<file path="config.mk">
export PLATFORM = sky130hd
export DESIGN_NAME = cdc_rd_elastic_buf
export DESIGN_NICKNAME = d
export VERILOG_FILES = /design/src/rtl/cdc_rd_elastic_buf.sv
export SDC_FILE = /design/constraint.sdc
export NUM_CORES = 1
export LEC_CHECK = 0
export CORE_ASPECT_RATIO = 0.5
export CORE_UTILIZATION = 46
export DETAILED_ROUTE_END_ITERATION = 7
export GPL_ROUTABILITY_DRIVEN = 0
export PLACE_DENSITY = 0.78
export SYNTH_ARGS = -nofsm -noshare
export SYNTH_HDL_FRONTEND = slang
export SYNTH_SLANG_ARGS = --single-unit
</file>
<file path="constraint.sdc">
create_clock -name rclk -period 2.21 [get_ports rclk]
set_clock_uncertainty 0.2 [all_clocks]
set_input_delay 0.221 -clock rclk [delete_from_list [all_inputs] [get_ports rclk]]
set_output_delay 0.221 -clock rclk [all_outputs]
set_load 0.01 [all_outputs]
</file>
<file path="src/rtl/cdc_rd_elastic_buf.sv">
// -----------------------------------------------------------------------------
// cdc_rd_elastic_buf
//
// Read-domain elastic buffer that sits directly behind the CDC handshake block
// in the rclk domain. Words offered on the handshake's read side
// (rd_vld/rd_rdy) are stored in a small circular array and presented
// first-word-fall-through to the local consumer. Consumer back-pressure is
// therefore absorbed here instead of stalling the synchronizer loop. A
// protocol checker watches the upstream valid/ready contract and raises a
// sticky error flag.
//
// Optional feature macro: CDC_RD_BUF_STATS_EN
//   defined   -> xfer_cnt counts output transfers (wraps at 16 bits)
//   undefined -> counter compiled out, xfer_cnt tied to 16'h0000
//
// Parameters
//   DW     data width in bits
//   DEPTH  number of entries (power of two, >= 2)
//   AW     pointer index width, derived from DEPTH
//
// Ports
//   rclk      in   read-domain clock, rising edge
//   rd_rst    in   asynchronous active-high reset
//   rd_vld    in   upstream word valid
//   rd_data   in   upstream word
//   rd_rdy    out  buffer can accept a word
//   out_vld   out  head word valid
//   out_data  out  head word (FWFT)
//   out_rdy   in   consumer accepts the head word
//   level     out  stored entry count, 0..DEPTH
//   proto_err out  sticky upstream protocol violation
//   xfer_cnt  out  output transfer count
// -----------------------------------------------------------------------------
module cdc_rd_elastic_buf #(
    parameter int  DW    = 8,
    parameter int  DEPTH = 4,
    localparam int AW    = $clog2(DEPTH)
) (
    input  logic          rclk,
    input  logic          rd_rst,
    input  logic          rd_vld,
    input  logic [DW-1:0] rd_data,
    output logic          rd_rdy,
    output logic          out_vld,
    output logic [DW-1:0] out_data,
    input  logic          out_rdy,
    output logic [AW:0]   level,
    output logic          proto_err,
    output logic [15:0]   xfer_cnt
);

    // Pointer increment constant sized to the pointer width.
    localparam logic [AW:0] PTR_ONE = {{AW{1'b0}}, 1'b1};

    // Storage and pointers. The pointer MSB is the wrap bit that separates
    // full from empty when the indices match.
    logic [DW-1:0] mem_q [DEPTH];
    logic [AW:0]   wptr_q;
    logic [AW:0]   wptr_d;
    logic [AW:0]   rptr_q;
    logic [AW:0]   rptr_d;

    // Held low through reset and for the cycle it is released, so rd_rdy
    // first rises on the first rclk edge after rd_rst deasserts.
    logic          rdy_en_q;
    logic          rdy_en_d;

    // Protocol checker history: previous cycle stalled, and its data.
    logic          stall_q;
    logic          stall_d;
    logic [DW-1:0] hold_data_q;
    logic [DW-1:0] hold_data_d;
    logic          proto_err_q;
    logic          proto_err_d;

    // Decoded status and transfer strobes.
    logic          full_s;
    logic          empty_s;
    logic          push_s;
    logic          pop_s;
    logic          viol_s;
    logic [AW-1:0] widx_s;
    logic [AW-1:0] ridx_s;

    // Status decode: uses only pointer/enable flops, so rd_rdy and out_vld
    // have no combinational path from rd_vld or out_rdy.
    always_comb begin
        widx_s  = wptr_q[AW-1:0];
        ridx_s  = rptr_q[AW-1:0];
        empty_s = (wptr_q == rptr_q);
        full_s  = (wptr_q[AW] != rptr_q[AW]) && (widx_s == ridx_s);
        rd_rdy  = rdy_en_q && !full_s;
        out_vld = !empty_s;
        level   = wptr_q - rptr_q;
    end

    // Handshake strobes for this cycle.
    always_comb begin
        push_s = rd_vld && rd_rdy;
        pop_s  = out_vld && out_rdy;
    end

    // FWFT head read. The head is forced to zero while empty so that stale
    // or never-written entries are not exposed after reset.
    always_comb begin
        if (empty_s) begin
            out_data = {DW{1'b0}};
        end else begin
            out_data = mem_q[ridx_s];
        end
    end

    // Pointer next-state: each pointer advances on its own transfer and
    // wraps naturally through the MSB.
    always_comb begin
        wptr_d   = wptr_q;
        rptr_d   = rptr_q;
        rdy_en_d = 1'b1;
        if (push_s) begin
            wptr_d = wptr_q + PTR_ONE;
        end else begin
            wptr_d = wptr_q;
        end
        if (pop_s) begin
            rptr_d = rptr_q + PTR_ONE;
        end else begin
            rptr_d = rptr_q;
        end
    end

    // Pointer and ready-enable registers.
    always_ff @(posedge rclk or posedge rd_rst) begin
        if (rd_rst) begin
            wptr_q   <= {(AW+1){1'b0}};
            rptr_q   <= {(AW+1){1'b0}};
            rdy_en_q <= 1'b0;
        end else begin
            wptr_q   <= wptr_d;
            rptr_q   <= rptr_d;
            rdy_en_q <= rdy_en_d;
        end
    end

    // Storage array write. Contents are not reset; they are unreachable
    // once the pointers clear.
    always_ff @(posedge rclk) begin
        if (push_s) begin
            mem_q[widx_s] <= rd_data;
        end
    end

    // Protocol check: once a word has been offered and not taken, the
    // producer must keep rd_vld high with unchanged data until accepted.
    // The checker only observes; it never gates push_s.
    always_comb begin
        stall_d     = rd_vld && !rd_rdy;
        hold_data_d = rd_data;
        if (stall_q && (!rd_vld || (rd_data != hold_data_q))) begin
            viol_s = 1'b1;
        end else begin
            viol_s = 1'b0;
        end
        proto_err_d = proto_err_q || viol_s;
    end

    // Protocol checker registers; the error flag is sticky until reset.
    always_ff @(posedge rclk or posedge rd_rst) begin
        if (rd_rst) begin
            stall_q     <= 1'b0;
            hold_data_q <= {DW{1'b0}};
            proto_err_q <= 1'b0;
        end else begin
            stall_q     <= stall_d;
            hold_data_q <= hold_data_d;
            proto_err_q <= proto_err_d;
        end
    end

    // Sticky error output straight from its flop.
    always_comb begin
        proto_err = proto_err_q;
    end

`ifdef CDC_RD_BUF_STATS_EN
    logic [15:0] xfer_cnt_q;
    logic [15:0] xfer_cnt_d;

    // Output transfer counter next-state; wraps from 16'hFFFF to 16'h0000.
    always_comb begin
        if (pop_s) begin
            xfer_cnt_d = xfer_cnt_q + 16'h0001;
        end else begin
            xfer_cnt_d = xfer_cnt_q;
        end
    end

    // Output transfer counter register.
    always_ff @(posedge rclk or posedge rd_rst) begin
        if (rd_rst) begin
            xfer_cnt_q <= 16'h0000;
        end else begin
            xfer_cnt_q <= xfer_cnt_d;
        end
    end

    // Counter output straight from its flop.
    always_comb begin
        xfer_cnt = xfer_cnt_q;
    end
`else
    // Statistics disabled: the port stays but reads as zero.
    always_comb begin
        xfer_cnt = 16'h0000;
    end
`endif

endmodule

</file>
==> results of run 1 <==
## per-stage QoR
step / TNS, ps / utilization, % / area [um2] / std cells / power (uW)
floorplan: 0 / - / 2220 / 149 / 2130
global placement: 0 / 55.9 / 2490 / 224 / 2940
detailed placement: 0 / 55.9 / 2490 / 224 / 2970
CTS: -8.68 / 57.6 / 2570 / 233 / 3350
global route: -63.6 / 57.9 / 2580 / 234 / 3600
finish: 0 / 57.9 / 2580 / 234 / 3390
## cell families (layout without fill, tap and decap cells)
logic type	count (synthesis)	after routing	share of synthesized area, %
DFF	49	49	64.1
buffers and inverters	26	54	7.35
and+or+nand+nor	18	18	4.92
xor gates and xnor gates	15	15	6.42
muxes	10	10	9.54
adders and majority gates	8	8	4.97
AOI/OAI and AO/OA	6	6	2.37
other	2	17	0.347
## worst min-delay path by stage
stage | depth (start not counted) | slack [ps] | to | startpoint
after detailed placement | 2 | 320 | proto_err | stall_q
after global placement | 2 | 310 | proto_err | stall_q
final | 2 | 120 | wptr_q[1] | rd_rst
after floorplan | 1 | -50 | hold_data_q[0] | rd_rst
after CTS | 2 | 150 | hold_data_q[3] | rd_rst
after global routing | 2 | 190 | hold_data_q[6] | rd_rst
## state kept, by name, summed over array words and instances (netlist names)
signal       count
hold_data_q      8
proto_err        1
wptr_q           3
stall_q          1
rdy_en_q         1
mem_q           32
rptr_q           3
## Yosys cell counts (all sizes together), types with 2 or more instances
master  number
mux4         8
dfrtp       17
nor2b        8
buf         17
edfxtp      32
inv          8
and3         3
o211ai       2
conb         2
ha           7
nor2         2
xnor2        6
xor2         9
mux2         2
## power by group through the flow
stage          Combinational, uW  Clock, uW  Sequential (uW)
5_1_grt                     1810        556             1230
2_1_floorplan                913          0             1220
4_1_cts                     1610        521             1220
3_3_place_gp                1710          0             1230
6_report                    1650        518             1210
3_5_place_dp                1730          0             1240
## area by class of cell
type / count / area, um2
repair buffers: 38 / 320
clock inverters: 2 / 15.0
fillers: 358 / 1880
clock buffers: 6 / 72.6
flip-flops and latches: 49 / 1390
well taps: 57 / 71.3
multi-input cells: 74 / 688
inverters: 8 / 30.0
## worst max-delay path, delay by kind of cell (launching register included)
| family | cells | cell delay, ps |
|---|---|---|
| fa+ha+maj | 1 | 320 |
| flops | 1 | 440 |
| buf+inv | 2 | 420 |
| simple gates | 3 | 290 |
## what timing repair did
| item | in CTS | in global routing |
|---|---|---|
| buffers inserted | 1 | 1 |
| endpoints found under the hold margin | 0 | 0 |
| pin swaps | 1 | 0 |
| resized for setup | 33 | 10 |
| setup endpoints to repair | 12 | 30 |
## metal layers
layer	wire length, um	up-vias	global-route usage (%)
met5	0	-	0
met2	1780	41	26.8
met1	1650	552	20.9
met3	140	7	3.76
li1	-	522	-
met4	53	0	6.72
==> impl_metrics.csv, run 1 <==
group,metric,value,unit
setup_path,critical_path.max_stage_delay,440,ps
setup_path,worst-r2r-setup-slack,120,ps
setup_path,critical-path-slowest-cell,"dfrtp_2",
timing,worst_max_slew_pin_slew,704,ps
synthesis,synth_top_area_cell,"edfxtp_1",
setup_path,worstSetupStartpointType,"flop",
routing,route.vias.total,1122,
timing,rsz_0062_raised_after_global_routing,"yes",
synthesis,synth.top_cell.area_share,44.4,%
floorplanning,die-area,5000,um2
setup_path,path_class,"reg -> out",
routing,antenna_left,0,
timing,fmax,458,MHz
finish,layout_common_cells,"edfxtp_1, conb_1, dfrtp_1",
setup_path,critPathCaptureType,"output pin",
synthesis,post_synth.cell_area_avg,16.1,um2
synthesis,synthTopCellsByArea,"edfxtp_1, dfrtp_1, mux4_2",
setup_path,crit_path_max_fanout,3,
clock_tree,worst_skew_pair.late_latency,300,ps
routing,post_drt_wl_per_cell,15.5,um
min_path,min_path_type,"in -> async",
finish,final_nets,196,
timing,setup_viol,0,
setup_path,worstPathArrival,1760,ps
timing,hold_viol_final,0,
grt,grt_antenna_before_repair,0,
floorplanning,floorplan.initialDensity,48.4,%
timing,layout_worst_path_cycle_share,98.8,%
finish,area_delta_synth_final,19.5,%
pwr,p_per_area,1310,nW/um2
grt,grt_start_max_net_pins,18,
clock_tree,clock_sinks,49,
finish,mostFrequentLayoutCell,"edfxtp_1",
timing,hold-worst-slack,121,ps
pwr,ir_worst_vdd,467,uV
synthesis,mappedNetlistArea,2160,um2
setup_path,crit_required,1790,ps
floorplanning,boundaryPins,42,
timing,period_minus_slack,2180,ps
floorplanning,floorplan.rows,17,
synthesis,ys.flop_type,"edfxtp_1",
status,run_status,"finished, final reports clean",
synthesis,synthesis.instances,134,
synthesis,postSynthRegisterBits,49,
finish,antenna_diodes,0,
routing,detailedRoute.firstPassIterationCount,4,
clock_tree,cts_buffer_depth,2,
job,cap_viol_max_count,0,
grt,gr-usage-all-layers,16.2,%
placed_design,pre_cts_slack,44.1,ps
routing,viasPerCell,4.79,
pwr,sequentialPowerShare,35.9,%
setup_path,endpoint,"out_data[0]",
finish,layout_cell_share_with_drive_strength_beyond_1,26.0,%
clock_tree,hold_buffers,0,
pwr,netSwitchingPower,1170,uW
routing,detail_route.iter0.violations,56,
grt,grt-ovfl-total,0,
grt,grt_pass1_vias,1172,
timing,slew_viol_final,0,
routing,finalWirelength,3620,um
floorplanning,chipHeight,50.5,um
setup_path,crit_chain,"ha_1, nand2_2, nor2_4, buf_4, nor2b_1, dlygate4sd2_1",
setup_path,ff2ff_path_depth,5,
clock_tree,cts_max_level,2,
grt,grt_first_pass_wirelength,5800,um
pwr,power_frac_clock,15.3,%
placed_design,port-buffer-count,25,
synthesis,synth-seq-area-share,64.1,%
pwr,comb_power_share,48.8,%
synthesis,yosysWarningCount,0,
setup_path,crit-reg2reg-capture,"mem_q[3][0]",
floorplanning,floorplan.core_area,4470,um2
synthesis,synth-edff-count,32,
setup_path,critical_path.reg2reg.startpoint,"rptr_q[0]",
routing,drt_drc_violations_left,0,
clock_tree,path_clk_slew,90,ps
pwr,p_leak,0.00104,uW
pwr,cellInternalPower,2210,uW
clock_tree,clock_tree_from_tritoncts,"done",
synthesis,share_of_flip_flops_with_an_asynchronous_set_or_reset,34.7,%
pwr,swShare,34.7,%
clock_tree,cts_bufs_inserted,5,
placed_design,dp_hpwl,2590,um
timing,worst_slack,27.5,ps
setup_path,setup.worst_path.start,"rptr_q[0]",
synthesis,synth.lib_cells_used.distinct,29,
floorplanning,fp.dieW,99.0,um
clock_tree,root_buffer,"clkbuf_8",
timing,slew_headroom,53.0,%
(Power assumes the default switching activity.)
==> run 2, diff against run 1 <==
--- a/config.mk
+++ b/config.mk
@@ -5,11 +5,12 @@
 export SDC_FILE = /design/constraint.sdc
 export NUM_CORES = 1
 export LEC_CHECK = 0
+export CAP_MARGIN = 20
 export CORE_ASPECT_RATIO = 0.5
-export CORE_UTILIZATION = 46
+export CORE_UTILIZATION = 30
 export DETAILED_ROUTE_END_ITERATION = 7
 export GPL_ROUTABILITY_DRIVEN = 0
-export PLACE_DENSITY = 0.78
+export PLACE_DENSITY = 0.56
 export SYNTH_ARGS = -nofsm -noshare
 export SYNTH_HDL_FRONTEND = slang
 export SYNTH_SLANG_ARGS = --single-unit
==> impl_metrics.csv, run 2 (synthesis gave the netlist of run 1 again) <==
group,metric,value,unit
routing,antenna_left,0,
timing,setup_viol,0,
clock_tree,clock_tree_from_tritoncts,"done",
placed_design,place_inst,262,
finish,nFillCells,618,
setup_path,critical-path-slowest-cell,"mux4_2",
clock_tree,cts_max_level,2,
finish,layout_cell_share_with_drive_strength_beyond_1,23.0,%
pwr,cellInternalPower,2520,uW
clock_tree,root_buffer,"clkbuf_16",
grt,gr-usage-all-layers,10.9,%
setup_path,crit_required,1790,ps
finish,combined_area_of_the_multi_input_logic_cells,678,um2
grt,grt_first_pass_wirelength,5780,um
floorplanning,floorplan.core_area,6830,um2
grt,groute.layer.met1.usage,13.8,%
placed_design,port-buffer-count,25,
timing,rsz_0062_raised_after_global_routing,"yes",
pwr,ir_worst_vdd,601,uV
setup_path,critPathCaptureType,"output pin",
floorplanning,boundaryPins,42,
floorplanning,fp.dieW,122,um
pwr,comb_power_share,44.8,%
finish,final_non_filler_cell_total,270,
clock_tree,hold_buffers,0,
clock_tree,cts_buffer_depth,2,
floorplanning,floorplan.initialDensity,31.7,%
setup_path,critical_path.max_stage_delay,490,ps
job,cap_viol_max_count,0,
routing,viasPerCell,4.09,
floorplanning,chipHeight,62.0,um
pwr,power_frac_clock,22.9,%
timing,fmax,459,MHz
finish,final_nets,197,
grt,grt-ovfl-total,0,
setup_path,cell_class_contributing_the_biggest_share_of_worst_path_delay,"multiplexers",
grt,grt_start_max_net_pins,18,
setup_path,crit_path_max_fanout,9,
setup_path,path_class,"reg -> out",
grt,grt-busiest-layer,"met2",
setup_path,critical_path.n_buffers_inverters,2,
clock_tree,worst_skew_pair.late_latency,280,ps
floorplanning,die-area,7580,um2
finish,area_delta_synth_final,26.7,%
placed_design,placed_area,2590,um2
setup_path,worstPathArrival,1760,ps
timing,slew_headroom,52.6,%
pwr,p_leak,0.00111,uW
routing,route.vias.total,1104,
finish,mostFrequentLayoutCell,"edfxtp_1",
finish,largest_register_ffs,32,
grt,grt_antenna_before_repair,0,
routing,finalWirelength,3640,um
timing,period_minus_slack,2180,ps
placed_design,dp_hpwl,2670,um
grt,grt_util_met3,3.74,%
routing,post_drt_wl_per_cell,13.5,um
status,run_status,"finished, final reports clean",
pwr,sequentialPowerShare,32.3,%
pwr,p_per_area,1350,nW/um2
grt,grt_pass1_vias,1101,
timing,layout_worst_path_cycle_share,98.5,%
pwr,swShare,31.6,%
floorplanning,floorplan.rows,21,
finish,regArea,1390,um2
clock_tree,clock_sinks,49,
timing,slew_viol_final,0,
routing,drt_drc_violations_left,0,
grt,groute.layer.met2.usage,17.6,%
pwr,netSwitchingPower,1170,uW
setup_path,crit_chain,"buf_8, mux4_2, nor2b_1, dlygate4sd2_1",
timing,hold_viol_final,0,
clock_tree,path_clk_slew,60,ps
timing,worst_max_slew_pin_slew,710,ps
setup_path,worstSetupStartpointType,"flop",
timing,hold-worst-slack,165,ps
finish,layout_common_cells,"edfxtp_1, conb_1, dfrtp_1",
min_path,min_path_type,"in -> async",
routing,detailedRoute.firstPassIterationCount,4,
finish,post-route-cell-area,2740,um2
finish,largest_registers_in_the_final_layout,"mem_q x32, hold_data_q x8",
clock_tree,cts_bufs_inserted,5,
finish,antenna_diodes,0,
routing,detail_route.iter0.violations,39,
finish,register_name_with_the_most_flops,"mem_q",
[run 2: cell count changes in the layout (fill, tap and decap cells not counted), moves of 3 or more]
cell	before	now
clkbuf_8	5	0
clkbuf_16	0	5
clkbuf_2	2	5
buf_2	5	0
buf_6	3	0
[run 2: layer usage]
metal | vias up | wire, um
li1 | 524 | -
met1 | 535 | 1660
met2 | 41 | 1720
met3 | 4 | 203
met4 | 0 | 64
met5 | - | 0
[run 2: path summary, 6_finish.rpt]
| kind | from | to | slack, ps | depth (start not counted) |
|---|---|---|---|---|
| max reg2reg | rptr_q[0] | mem_q[3][4] | 170 | 5 |
| max | rptr_q[0] | out_data[0] | 30 | 4 |
| max in group asynchronous | rd_rst | hold_data_q[4] | 1190 | 2 |
| min | rd_rst | wptr_q[1] | 170 | 2 |
| min in group rclk | rd_data[0] | hold_data_q[0] | 330 | 1 |
| min reg2reg | stall_q | proto_err | 340 | 2 |
[run 2: through the flow]
step           setup slack [ps]  setup TNS [ps]  util (%)  power, uW
3_5_place_dp               54.5               0      37.9       3040
3_3_place_gp               25.0               0      37.9       3030
6_report                   33.1               0      40.1       3690
2_1_floorplan              51.8               0         -       2130
5_1_grt                   -51.4            -109      40.1       3940
4_1_cts                    -199            -462      40.2       3780
[run 2: area by class of cell]
cell class                 instances  area share [%]
clock buffer                       6            4.70
timing repair buffer              39            13.2
tap                               92            4.20
clock inverter                     2            1.42
multi-input combinational         74            24.7
sequential                        49            50.6
inverter                           8            1.10
[run 2: power groups by stage]
stage / clock network, uW / logic [uW] / registers [uW]
after CTS: 866 / 1720 / 1190
final: 846 / 1650 / 1190
after floorplan: 0 / 913 / 1220
after global placement: 0 / 1820 / 1200
after global routing: 909 / 1830 / 1200
after detailed placement: 0 / 1830 / 1210
[run 2: repair_timing]
action,CTS,global route
pin swaps,1,0
endpoints found under the setup margin,12,18
buffers inserted,0,0
resized for setup,12,15
